<file path="config.mk">
export PLATFORM = sky130hd
export DESIGN_NAME = cpu_run_ctrl
export DESIGN_NICKNAME = d
export VERILOG_FILES = /design/src/rtl/cpu_run_ctrl.sv
export SDC_FILE = /design/constraint.sdc
export NUM_CORES = 1
export LEC_CHECK = 0
export ABC_AREA = 1
export CORE_MARGIN = 4
export CORE_UTILIZATION = 51
export CTS_CLUSTER_DIAMETER = 80
export DETAILED_ROUTE_END_ITERATION = 16
export PLACE_DENSITY = 0.83
export SLEW_MARGIN = 5
export SYNTH_ARGS = -nofsm -noshare
export SYNTH_HDL_FRONTEND = slang
export SYNTH_SLANG_ARGS = --single-unit
</file>
<file path="constraint.sdc">
create_clock -name CLK -period 4.48 [get_ports CLK]
set_clock_uncertainty 0.05 [all_clocks]
set_input_delay 0.896 -clock CLK [delete_from_list [all_inputs] [get_ports CLK]]
set_output_delay 0.896 -clock CLK [all_outputs]
set_load 0.05 [all_outputs]
</file>
<file path="src/rtl/cpu_run_ctrl.sv">
// Run controller for the TopLevel CPU: clears data memory and regfile, loads operands,
// releases the CPU, waits for halt or timeout, then reads back and checks result words.
module cpu_run_ctrl #(
  parameter int DW        = 8,
  parameter int AW        = 8,
  parameter int NREG      = 16,
  parameter int N_LOAD    = 4,
  parameter int LOAD_BASE = 1,
  parameter int N_RES     = 4,
  parameter int RES_BASE  = 5,
  parameter int TIMEOUT   = 4096,
  parameter int CW        = 16,
  localparam int RW       = (NREG > 1) ? $clog2(NREG) : 1
) (
  input  logic                CLK,
  input  logic                start,
  input  logic                run,
  input  logic [N_LOAD*DW-1:0] load_img,
  input  logic [N_RES*DW-1:0] expect_img,
  output logic                dut_start,
  input  logic                dut_halt,
  output logic                mem_own,
  output logic [AW-1:0]       mem_addr,
  output logic [DW-1:0]       mem_wdata,
  output logic                mem_we,
  input  logic [DW-1:0]       mem_rdata,
  output logic [RW-1:0]       rf_addr,
  output logic                rf_we,
  output logic                busy,
  output logic                done,
  output logic                pass,
  output logic                timeout,
  output logic [CW-1:0]       cycles,
  output logic [N_RES*DW-1:0] result_img,
  output logic [2:0]          dbg_state
);

  localparam int DEPTH = 1 << AW;
  localparam int IW    = $clog2(DEPTH + NREG + N_LOAD + N_RES + 2);

  typedef enum logic [2:0] {
    S_IDLE    = 3'd0,
    S_CLR_MEM = 3'd1,
    S_CLR_RF  = 3'd2,
    S_LOAD    = 3'd3,
    S_RUN     = 3'd4,
    S_READ    = 3'd5,
    S_DONE    = 3'd6
  } state_e;

  state_e                state_q, state_d;
  logic [IW-1:0]         cnt_q, cnt_d;
  logic                  dut_start_q, dut_start_d;
  logic                  mem_own_q, mem_own_d;
  logic [AW-1:0]         mem_addr_q, mem_addr_d;
  logic [DW-1:0]         mem_wdata_q, mem_wdata_d;
  logic                  mem_we_q, mem_we_d;
  logic [RW-1:0]         rf_addr_q, rf_addr_d;
  logic                  rf_we_q, rf_we_d;
  logic                  busy_q, busy_d;
  logic                  done_q, done_d;
  logic                  pass_q, pass_d;
  logic                  timeout_q, timeout_d;
  logic [CW-1:0]         cycles_q, cycles_d;
  logic [N_RES*DW-1:0]   result_q, result_d;
  logic                  match_q, match_d;

  // Every output is registered: the values computed here are what the
  // outputs will show during the cycle spent in state_d.
  always_comb begin
    state_d     = state_q;
    cnt_d       = cnt_q;
    dut_start_d = 1'b1;
    mem_own_d   = 1'b1;
    mem_addr_d  = '0;
    mem_wdata_d = '0;
    mem_we_d    = 1'b0;
    rf_addr_d   = '0;
    rf_we_d     = 1'b0;
    busy_d      = busy_q;
    done_d      = done_q;
    pass_d      = pass_q;
    timeout_d   = timeout_q;
    cycles_d    = cycles_q;
    result_d    = result_q;
    match_d     = match_q;

    case (state_q)
      S_IDLE, S_DONE: begin
        if (run) begin
          state_d   = S_CLR_MEM;
          cnt_d     = '0;
          busy_d    = 1'b1;
          done_d    = 1'b0;
          pass_d    = 1'b0;
          timeout_d = 1'b0;
          cycles_d  = '0;
          result_d  = '0;
          match_d   = 1'b1;
          mem_we_d  = 1'b1;
        end
      end

      S_CLR_MEM: begin
        if (cnt_q == IW'(DEPTH - 1)) begin
          state_d = S_CLR_RF;
          cnt_d   = '0;
          rf_we_d = 1'b1;
        end else begin
          cnt_d      = cnt_q + IW'(1);
          mem_we_d   = 1'b1;
          mem_addr_d = AW'(int'(cnt_q) + 1);
        end
      end

      S_CLR_RF: begin
        if (cnt_q == IW'(NREG - 1)) begin
          state_d     = S_LOAD;
          cnt_d       = '0;
          mem_we_d    = 1'b1;
          mem_addr_d  = AW'(LOAD_BASE);
          mem_wdata_d = load_img[0 +: DW];
        end else begin
          cnt_d     = cnt_q + IW'(1);
          rf_we_d   = 1'b1;
          rf_addr_d = RW'(int'(cnt_q) + 1);
        end
      end

      S_LOAD: begin
        if (cnt_q == IW'(N_LOAD - 1)) begin
          state_d     = S_RUN;
          cnt_d       = '0;
          dut_start_d = 1'b0;
          mem_own_d   = 1'b0;
        end else begin
          cnt_d      = cnt_q + IW'(1);
          mem_we_d   = 1'b1;
          // Address arithmetic wraps modulo the memory depth.
          mem_addr_d = AW'(LOAD_BASE + int'(cnt_q) + 1);
          for (int i = 0; i < N_LOAD; i++) begin
            if (int'(cnt_q) + 1 == i) mem_wdata_d = load_img[i*DW +: DW];
          end
        end
      end

      S_RUN: begin
        // Halt takes priority over a timeout landing in the same cycle.
        if (dut_halt) begin
          state_d    = S_READ;
          cnt_d      = '0;
          mem_addr_d = AW'(RES_BASE);
        end else if (cycles_q == CW'(TIMEOUT - 1)) begin
          state_d   = S_DONE;
          timeout_d = 1'b1;
          pass_d    = 1'b0;
          busy_d    = 1'b0;
          done_d    = 1'b1;
        end else begin
          cycles_d    = cycles_q + CW'(1);
          dut_start_d = 1'b0;
          mem_own_d   = 1'b0;
        end
      end

      S_READ: begin
        // Read data for the address issued in cycle j arrives in cycle j+1.
        for (int j = 0; j < N_RES; j++) begin
          if (int'(cnt_q) == j + 1) begin
            result_d[j*DW +: DW] = mem_rdata;
            if (mem_rdata != expect_img[j*DW +: DW]) match_d = 1'b0;
          end
        end
        if (int'(cnt_q) == N_RES) begin
          state_d = S_DONE;
          busy_d  = 1'b0;
          done_d  = 1'b1;
          pass_d  = match_d;
        end else begin
          cnt_d = cnt_q + IW'(1);
          if (int'(cnt_q) + 1 < N_RES) mem_addr_d = AW'(RES_BASE + int'(cnt_q) + 1);
        end
      end

      default: begin
        state_d = S_IDLE;
      end
    endcase
  end

  always_ff @(posedge CLK) begin
    if (start) begin
      state_q     <= S_IDLE;
      cnt_q       <= '0;
      dut_start_q <= 1'b1;
      mem_own_q   <= 1'b1;
      mem_addr_q  <= '0;
      mem_wdata_q <= '0;
      mem_we_q    <= 1'b0;
      rf_addr_q   <= '0;
      rf_we_q     <= 1'b0;
      busy_q      <= 1'b0;
      done_q      <= 1'b0;
      pass_q      <= 1'b0;
      timeout_q   <= 1'b0;
      cycles_q    <= '0;
      result_q    <= '0;
      match_q     <= 1'b0;
    end else begin
      state_q     <= state_d;
      cnt_q       <= cnt_d;
      dut_start_q <= dut_start_d;
      mem_own_q   <= mem_own_d;
      mem_addr_q  <= mem_addr_d;
      mem_wdata_q <= mem_wdata_d;
      mem_we_q    <= mem_we_d;
      rf_addr_q   <= rf_addr_d;
      rf_we_q     <= rf_we_d;
      busy_q      <= busy_d;
      done_q      <= done_d;
      pass_q      <= pass_d;
      timeout_q   <= timeout_d;
      cycles_q    <= cycles_d;
      result_q    <= result_d;
      match_q     <= match_d;
    end
  end

  assign dut_start  = dut_start_q;
  assign mem_own    = mem_own_q;
  assign mem_addr   = mem_addr_q;
  assign mem_wdata  = mem_wdata_q;
  assign mem_we     = mem_we_q;
  assign rf_addr    = rf_addr_q;
  assign rf_we      = rf_we_q;
  assign busy       = busy_q;
  assign done       = done_q;
  assign pass       = pass_q;
  assign timeout    = timeout_q;
  assign cycles     = cycles_q;
  assign result_img = result_q;
  assign dbg_state  = state_q;

endmodule

</file>
==> impl_metrics.csv <==
group,metric,value,unit
die,initial_utilization,0.524,
die,core_area,9770,sq um
global_route,grt_pass1_wl,24.9,mm
power_and_ir_drop,pwr_density_cell,512,nW/um^2
sta,timing.final.hold_violations,0,
global_route,overflow,0,
clock_network,cts_sink_count,88,
synthesis,ys_dominant_reg_cell,"sky130_fd_sc_hd__dfxtp_1",
synthesis,post-synth-top-area-fraction,0.344,
place,io_buffer_count,154,
sta,final_min_period_over_clock_period,0.713,
outcome,run_status,"finished, final reports clean",
synthesis,number_of_synthesized_register_bits,88,
detailed_routing,totalWireLength,15.8,mm
global_route,grt_max_degree,40,
run,max_cap_viol,0,
sta,fmaxAchievable,313,MHz
synthesis,syn-num-nets,836,
power_and_ir_drop,power.static_leakage,2.73,nW
worst_setup_path,critical_path_required,4.67,ns
synthesis,post_synth_num_cell_types,43,
synthesis,ys_seq_area_frac,0.344,
clock_network,clkLatencyLatePin,0.37,ns
sta,setup_tns,0,ns
clock_network,cts_tree,"built",
synthesis,synth_cells,749,
detailed_routing,drc,0,
cells_and_area,fin_nets,969,
power_and_ir_drop,ir_worst_vdd,0.351,mV
place,dp_hpwl,11.8,mm
detailed_routing,drt_first_iter_violations,405,
place,globalplace.congestion,0.884,
detailed_routing,dr_wl_cell,15.4,um
synthesis,async_flop_share,0,
clock_network,cts-htree-levels,3,
global_route,number_of_global_route_vias_before_repair,5286,
cells_and_area,final_core_util,0.705,
die,top_level_ports,155,
synthesis,yosys.area.top_type,"sky130_fd_sc_hd__dfxtp_1",
worst_setup_path,worst_ep_arrival_time,3.38,ns
synthesis,synth_top_cells_by_area,"sky130_fd_sc_hd__dfxtp_1 34%, sky130_fd_sc_hd__nand2_1 12%, sky130_fd_sc_hd__xnor2_1 6.3%",
worst_setup_path,cp_max_fo,27,
clock_network,post_cts.repair.setup_buffers,0,
clock_network,cts_buffers,9,
cells_and_area,diodes,0,
detailed_routing,detail_routed_via_count_per_cell,5.40,
worst_setup_path,kind_of_capture_point_of_the_worst_setup_path,"register",
die,die-area,11700,sq um
power_and_ir_drop,total_power_consumption_of_the_routed_design,3.53,mW
clock_network,cts_resized,0,
synthesis,post_synth.cell_area_avg,6.84,sq um
clock_network,max-clock-path-buffers,2,
worst_setup_path,worst_setup_path_start_kind,"register",
sta,grt_setup_unrepaired,"false",
synthesis,post-synth-top-count-cell,"sky130_fd_sc_hd__nand2_1",
sta,final-max-slew-violation-count,0,
worst_setup_path,path_class,"reg -> reg",
sta,maxSlewHeadroom,0.449,
sta,worst_max_slew_pin_slew,0.825,ns
sta,finalSetupViolCount,0,
synthesis,synthesis.yosys.warnings,0,
worst_hold_path,min_path_type,"reg -> reg",
detailed_routing,ant_nets,0,
cells_and_area,final_layout_size_suffix_gt1_frac,0.0609,
synthesis,synthesis.area,5120,sq um
synthesis,number_of_enable_flip_flop_cells_after_synthesis,0,
synthesis,synth_top_cells_by_count,"164 x sky130_fd_sc_hd__nand2_1, 88 x sky130_fd_sc_hd__dfxtp_1, 86 x sky130_fd_sc_hd__inv_1",
cells_and_area,synthToLayoutAreaGrowth,34.4,%
die,die_height,108,um
die,die_x,108,um
clock_network,clock-root-buffer,"sky130_fd_sc_hd__clkbuf_8",
detailed_routing,via_count,5509,
sta,final.min_clock_period,3.19,ns
clock_network,cts_hold_repair.buffers,0,
global_route,grt_antenna_before_repair,0,
clock_network,clk_pin_slew_worst_paths,0.10,ns
detailed_routing,drtPass1Iterations,5,
global_route,globalRouteTotalUtil,0.264,
die,rows,36,
-- state kept, by name (all words and copies together) (netlist names) --
signal,count
cnt_q,9
pass,1
timeout,1
match_q,1
dbg_state,3
mem_we,1
mem_own,1
rf_we,1
result_img,32
busy,1
done,1
mem_wdata,8
rf_addr,4
cycles,16
mem_addr,8
-- metrics by stage --
stage	instances	cell area [sq um]	setup WS, ns	hold slack, ns
floorplan	749	5120	1.98	0.422
global placement	1004	6660	1.50	0.400
detailed placement	1004	6660	1.37	0.405
CTS	1020	6890	1.32	0.422
global route	1020	6890	0.870	0.454
finish	1020	6890	1.29	0.421
-- power by group --
group	total, mW	switching (mW)	internal, mW	leakage, nW
sequential	1.05	0.122	0.929	0.716
clock	0.636	0.305	0.331	0.113
combinational	1.84	1.27	0.571	1.90
-- per-layer routing --
metal	track usage	part of all wire	wire (um)
met5	0	0	0
met4	0.0839	0.014	228
met3	0.0537	0.068	1070
met2	0.466	0.49	7800
met1	0.322	0.42	6660
-- cells by family after synthesis --
family                   count (synthesis)  synth area share
flip-flops                              88             0.344
AND/OR/NAND/NOR                        352             0.314
buffers and inverters                  126             0.104
adder cells (fa/ha/maj)                 11            0.0269
XOR/XNOR                                43            0.0750
AO/OA/AOI/OAI                          129             0.137
-- worst paths after layout --
kind,from,to,slack [ns],cells past startpoint
worst max register to register,cnt_q[0],mem_wdata[5],1.29,17
worst min-delay path,result_img[28],result_img[28],0.42,2
worst min register to register,result_img[28],result_img[28],0.42,2
worst max-delay path,cnt_q[0],mem_wdata[5],1.29,17
-- cell usage in the layout (no fill, tap or decap), drive strengths merged, types with 3 or more instances in the layout --
| cell | instances |
|---|---|
| a211oi | 4 |
| a21oi | 57 |
| a31oi | 7 |
| clkbuf | 10 |
| clkdlybuf4s50 | 154 |
| clkinv | 3 |
| dfxtp | 88 |
| ha | 11 |
| inv | 93 |
| nand2 | 172 |
| nand3 | 34 |
| nand4 | 40 |
| nor2 | 96 |
| nor3 | 7 |
| o21ai | 52 |
| xnor2 | 37 |
| xor2 | 6 |
-- worst max-delay path: stages (launching register included) --
cell                      delay [ns]
sky130_fd_sc_hd__dfxtp_1        0.56
sky130_fd_sc_hd__ha_1           0.34
sky130_fd_sc_hd__nand3_2        0.15
sky130_fd_sc_hd__nor3_2         0.25
sky130_fd_sc_hd__inv_1          0.08
sky130_fd_sc_hd__nor2_1         0.14
sky130_fd_sc_hd__ha_1           0.14
sky130_fd_sc_hd__inv_1          0.04
sky130_fd_sc_hd__nor2_1         0.13
sky130_fd_sc_hd__nand2_2        0.11
sky130_fd_sc_hd__nor2_8         0.32
sky130_fd_sc_hd__nand2_1        0.12
sky130_fd_sc_hd__inv_1          0.10
sky130_fd_sc_hd__nand2_1        0.20
sky130_fd_sc_hd__nand2_1        0.15
sky130_fd_sc_hd__nand2_1        0.06
sky130_fd_sc_hd__nand2_1        0.05
sky130_fd_sc_hd__a21oi_1        0.05
-- layout make-up --
cell class,instances,area [sq um]
Multi-Input combinational cell,535,2830
Inverter,93,352
Clock inverter,6,90.1
Timing Repair Buffer,155,1550
Fill cell,825,2890
Tap cell,133,166
Clock buffer,10,138
Sequential cell,88,1760
Note: power is estimated with default switching activity, not from simulation.
